==> config.mk <==
export PLATFORM = sky130hd
export DESIGN_NAME = edge_field_serializer
export DESIGN_NICKNAME = d
export VERILOG_FILES = /design/src/rtl/edge_field_serializer.sv
export SDC_FILE = /design/constraint.sdc
export NUM_CORES = 1
export LEC_CHECK = 0
export ABC_AREA = 1
export BUFFER_PORTS_ARGS = -buffer_cell sky130_fd_sc_hd__buf_2
export CAP_MARGIN = 20
export CORE_MARGIN = 2
export CORE_UTILIZATION = 55
export DETAILED_ROUTE_END_ITERATION = 8
export PLACE_DENSITY_LB_ADDON = 0.3
export SETUP_SLACK_MARGIN = 0.02
export SYNTH_ARGS = -nofsm -noshare
export SYNTH_HDL_FRONTEND = slang
export SYNTH_SLANG_ARGS = --single-unit
==> constraint.sdc <==
create_clock -name clk -period 2 [get_ports clk]
set_input_delay 0.2 -clock clk [delete_from_list [all_inputs] [get_ports clk]]
set_output_delay 0.2 -clock clk [all_outputs]
set_load 0.01 [all_outputs]
==> src/rtl/edge_field_serializer.sv <==
// Record-to-field serializer: one wide record in, one field per beat out.
// Optional EDGE_FIELD_SERIALIZER_SKIP_ZERO_EN suppresses all-zero fields.
module edge_field_serializer #(
  parameter int NUM_FIELDS = 8,
  parameter int FIELD_W    = 8,
  parameter int TAG_W      = 4,
  parameter int MSB_FIRST  = 1,
  localparam int IDX_W     = (NUM_FIELDS > 1) ? $clog2(NUM_FIELDS) : 1
) (
  input  logic                          clk,
  input  logic                          rst_n,
  input  logic                          in_valid,
  output logic                          in_ready,
  input  logic [NUM_FIELDS*FIELD_W-1:0] in_data,
  input  logic [TAG_W-1:0]              in_tag,
  output logic                          out_valid,
  input  logic                          out_ready,
  output logic [FIELD_W-1:0]            out_data,
  output logic [IDX_W-1:0]              out_idx,
  output logic [TAG_W-1:0]              out_tag,
  output logic                          out_last,
  output logic                          busy
);

  localparam int RW = NUM_FIELDS * FIELD_W;

  localparam logic [3:0] S_IDLE = 4'd0;
  localparam logic [3:0] S_SEND = 4'd3;
  localparam logic [3:0] S_LAST = 4'd7;

  logic [3:0]       r_state;
  logic [3:0]       w_state_nx;
  logic [RW-1:0]    r_data;
  logic [TAG_W-1:0] r_tag;
  logic [IDX_W-1:0] r_idx;

  logic             w_in_acc;
  logic [IDX_W-1:0] w_ld_idx;
  logic             w_ld_last;
  logic [IDX_W-1:0] w_nx_idx;
  logic             w_nx_last;

  function automatic logic [FIELD_W-1:0] f_field(
    input logic [RW-1:0] rec,
    input int            i
  );
    int p;
    p = (MSB_FIRST != 0) ? (NUM_FIELDS - 1 - i) : i;
    return rec[p*FIELD_W +: FIELD_W];
  endfunction

`ifdef EDGE_FIELD_SERIALIZER_SKIP_ZERO_EN
  // {found, idx} of the first non-zero field at or after index s
  function automatic logic [IDX_W:0] f_next_nz(
    input logic [RW-1:0] rec,
    input int            s
  );
    logic [IDX_W:0] res;
    res = '0;
    for (int i = NUM_FIELDS - 1; i >= 0; i--) begin
      if (i >= s && f_field(rec, i) != '0)
        res = {1'b1, IDX_W'(i)};
    end
    return res;
  endfunction

  logic [IDX_W:0] w_ld_a;
  logic [IDX_W:0] w_ld_b;
  logic [IDX_W:0] w_nx_a;
  logic [IDX_W:0] w_nx_b;

  always_comb begin
    w_ld_a    = f_next_nz(in_data, 0);
    w_ld_b    = f_next_nz(in_data,
                  int'(w_ld_a[IDX_W-1:0]) + 1);
    w_ld_idx  = w_ld_a[IDX_W] ? w_ld_a[IDX_W-1:0] : '0;
    w_ld_last = !w_ld_a[IDX_W] || !w_ld_b[IDX_W];
    w_nx_a    = f_next_nz(r_data, int'(r_idx) + 1);
    w_nx_b    = f_next_nz(r_data,
                  int'(w_nx_a[IDX_W-1:0]) + 1);
    w_nx_idx  = w_nx_a[IDX_W-1:0];
    w_nx_last = !w_nx_b[IDX_W];
  end
`else
  always_comb begin
    w_ld_idx  = '0;
    w_ld_last = (NUM_FIELDS == 1);
    w_nx_idx  = r_idx + 1'b1;
    w_nx_last = (int'(r_idx) + 1 == NUM_FIELDS - 1);
  end
`endif

  assign in_ready = rst_n &&
    (r_state == S_IDLE ||
     (out_valid && out_ready && out_last));
  assign w_in_acc = in_valid && in_ready;

  always_ff @(posedge clk) begin
    if (!rst_n) r_state <= S_IDLE;
    else        r_state <= w_state_nx;
  end

  always_comb begin
    w_state_nx = r_state;
    case (r_state)
      S_IDLE: begin
        if (w_in_acc)
          w_state_nx = w_ld_last ? S_LAST : S_SEND;
      end
      S_SEND: begin
        if (out_ready)
          w_state_nx = w_nx_last ? S_LAST : S_SEND;
      end
      S_LAST: begin
        if (out_ready) begin
          if (w_in_acc)
            w_state_nx = w_ld_last ? S_LAST : S_SEND;
          else
            w_state_nx = S_IDLE;
        end
      end
      default: w_state_nx = S_IDLE;
    endcase
  end

  always_ff @(posedge clk) begin
    if (!rst_n) begin
      r_data <= '0;
      r_tag  <= '0;
      r_idx  <= '0;
    end else if (w_in_acc) begin
      r_data <= in_data;
      r_tag  <= in_tag;
      r_idx  <= w_ld_idx;
    end else if (r_state == S_SEND && out_ready) begin
      r_idx  <= w_nx_idx;
    end
  end

  always_comb begin
    out_valid = 1'b0;
    out_data  = '0;
    out_idx   = '0;
    out_tag   = '0;
    out_last  = 1'b0;
    busy      = (r_state != S_IDLE);
    if (r_state == S_SEND || r_state == S_LAST) begin
      out_valid = 1'b1;
      out_data  = f_field(r_data, int'(r_idx));
      out_idx   = r_idx;
      out_tag   = r_tag;
      out_last  = (r_state == S_LAST);
    end
  end

endmodule

==> run metrics <==
status=finished, final reports clean; vias in the first global route=approximately 4k; Multi-input gate area=between 1500 and 2000 um2; total negative slack=0 ps; Slew HR=62.50%; H-tree levels=3; GR Overflow Total=0; Final nets=893; clock latency on the worst-skew pair=350 ps; Hold WC Path Type=in2reg; storage element area=1463 um2; DR WL/cell=11.39 um; Vias=4402; Detail Placement HPWL=7280 um; Placer Congestion=between 0.8 and 0.9; critical path arrival=1660 ps; Tmin final=1858 ps; R2R Setup Slk=290 ps; Area Growth Syn to Fin=15.69%; Post-CTS Hold Buffers=0; CTS tree=built; Cell Rows=32; first-pass GRT wire length=17420 um; initial antenna violation count=0; M1 wire length=4663 um; top routing layer in use=met4; ratio of cells with drive above 1 in the final layout=14.95%; Mapped Nets=830; mean area per synthesized cell=5.811 um2; Iter 0 DRT Violations=185; Slew Viols, Final=0; pwr dens=670.7 nW/um2; Lkg Pwr=3.028 nW; clk_skew=8.171 ps; TritonCTS Buffers=9; post-route DRC violation count=0; Port Buffers=90; Startpoint Class=register; Die ar.=8718 um2; met2 WL post-DR=5143 um; Max-Cap Viols=0; synthesis warning total=0; clock root buffer=clkbuf_8; initial core utilization=56.85%; Synth cell types=19; worst slew pin tran=562.5 ps; FF+latch count, synth=73; fmax=538.1 MHz; Max clock buf depth=2; die height=between 90 and 100 um; Setup-failing EPs final=0; Clk pin slew, worst setup/hold paths=80 ps; io pins=a little over 90; CP max FO=8; crit end category=output pin; Die Wd=roughly 93 um; Crit Path Category=reg2out; RSZ-0062 raised after global routing=no; Pre-antenna DRT Iters=5; final worst path period share=92.92%; Hold Vio Cnt, Final=0; Post-Syn Area=between 4000 and 5000 um2; cells after synthesis=roughly 760; largest net degree at the start of global routing=73; n_diodes=0; post-synthesis sequential area ratio=between 30% and 40%; vias per inst=approximately 4.8; WL final=10540 um; final antenna-violating net count=0; final core utilization=between 60% and 70%; FILL cells=approximately 700; WL met3=481 um; all-layer global routing usage=between 20% and 30%; Clock Sinks=between 70 and 80; Placeable Area=7727 um2; Worst EP required=1800 ps; Max rail drop VDD=between 0.3 and 0.4 mV
-- report_power, final --
| part | internal, mW | leakage (nW) | switching (mW) |
|---|---|---|---|
| registers | 1.56 | 0.601 | 0.0469 |
| clock network | 0.544 | 0.0915 | 0.546 |
| logic | 0.272 | 2.34 | 0.441 |
-- kinds of logic after synthesis --
family | Yosys count | share of synthesized area (%)
flops | 73 | 33.27
compound gates | 38 | 6.152
simple gates | 372 | 36.06
xor+xnor | 1 | 0.1994
buf+inv | 270 | 23.75
fa+ha+maj | 2 | 0.5695
-- cell type report --
type                    instances  area share, %
clock inverters                 2         0.2462
inverters                     220          16.32
clock buffers                  13          3.323
multi-input cells             413          37.15
well taps                     102          2.511
repair buffers                102          11.67
flip-flops and latches         73          28.78
-- per-layer routing --
metal | track usage, % | vias up
li1 | - | 2356
met1 | 30.90 | 1917
met2 | 42.93 | 108
met3 | 4.351 | 21
met4 | 10.29 | 0
met5 | 0 | -
-- synthesized netlist by cell type --
| library cell | n | share of area (%) |
|---|---|---|
| or2_2 | 1 | 0.14 |
| dfxtp_1 | 73 | 33 |
| clkinv_1 | 1 | 0.085 |
| nand2_1 | 224 | 19 |
| o211ai_1 | 32 | 5.5 |
| nand4_1 | 68 | 9.7 |
| a21oi_1 | 6 | 0.68 |
| ha_1 | 2 | 0.57 |
| nand2_2 | 2 | 0.28 |
| buf_1 | 11 | 0.94 |
| buf_2 | 18 | 2.1 |
| inv_1 | 218 | 19 |
| clkbuf_1 | 19 | 1.6 |
| nand3_1 | 3 | 0.34 |
| xor2_1 | 1 | 0.20 |
| inv_2 | 1 | 0.085 |
| nor2_1 | 73 | 6.2 |
| nand3_2 | 1 | 0.23 |
| buf_4 | 2 | 0.34 |
-- worst paths after layout --
kind         cells past startpoint               startpoint                 endpoint
max                              5  r_state[1]$_SDFFE_PN0P_              out_data[5]
min                              5              in_data[28]  r_data[28]$_SDFFE_PN0P_
max reg2reg                      8  r_state[1]$_SDFFE_PN0P_  r_data[11]$_SDFFE_PN0P_
min reg2reg                      2  r_state[2]$_SDFFE_PN0P_  r_state[2]$_SDFFE_PN0P_
-- layout by cell type, fill, tap and decap left out --
cell / count
clkinv_2: 1
ha_1: 2
nand3_2: 1
clkbuf_1: 1
or2_2: 1
nand2_1: 224
dfxtp_2: 1
buf_4: 9
inv_2: 1
nand2_2: 2
inv_1: 217
clkinvlp_4: 2
o211ai_1: 32
nand4_1: 68
clkbuf_8: 12
nand3_1: 3
clkinv_1: 1
buf_12: 4
dfxtp_1: 72
nor2_1: 73
xor2_1: 1
buf_2: 89
a21oi_1: 6
-- registers in the layout (all words and copies together), names as in the netlist --
name and cells:
r_idx 3, r_state 2, r_tag 4, r_data 64
-- metrics by stage --
step	setup WS, ps	instances	total power [mW]	hold WS, ps	area (um2)
CTS	44.30	924	3.415	150.8	5059
detailed placement	357.4	909	2.345	494.1	4877
global route	21.53	925	3.592	181.2	5082
global placement	444.3	909	2.319	481.1	4877
finish	141.6	925	3.409	158.7	5082
floorplan	358.3	756	2.140	379.2	4393
-- what timing repair did --
item,4_1_cts,5_1_grt
setup endpoints to repair,0,7
setup buffers,0,1
resized for setup,0,1
-- critical path, stage by stage, from the launching register on --
cell,delay [ps]
dfxtp_1,450
inv_2,80
nor2_1,420
nand2_1,110
nand2_1,110
buf_2,140
No activity file was read; power rests on OpenSTA's default activity.
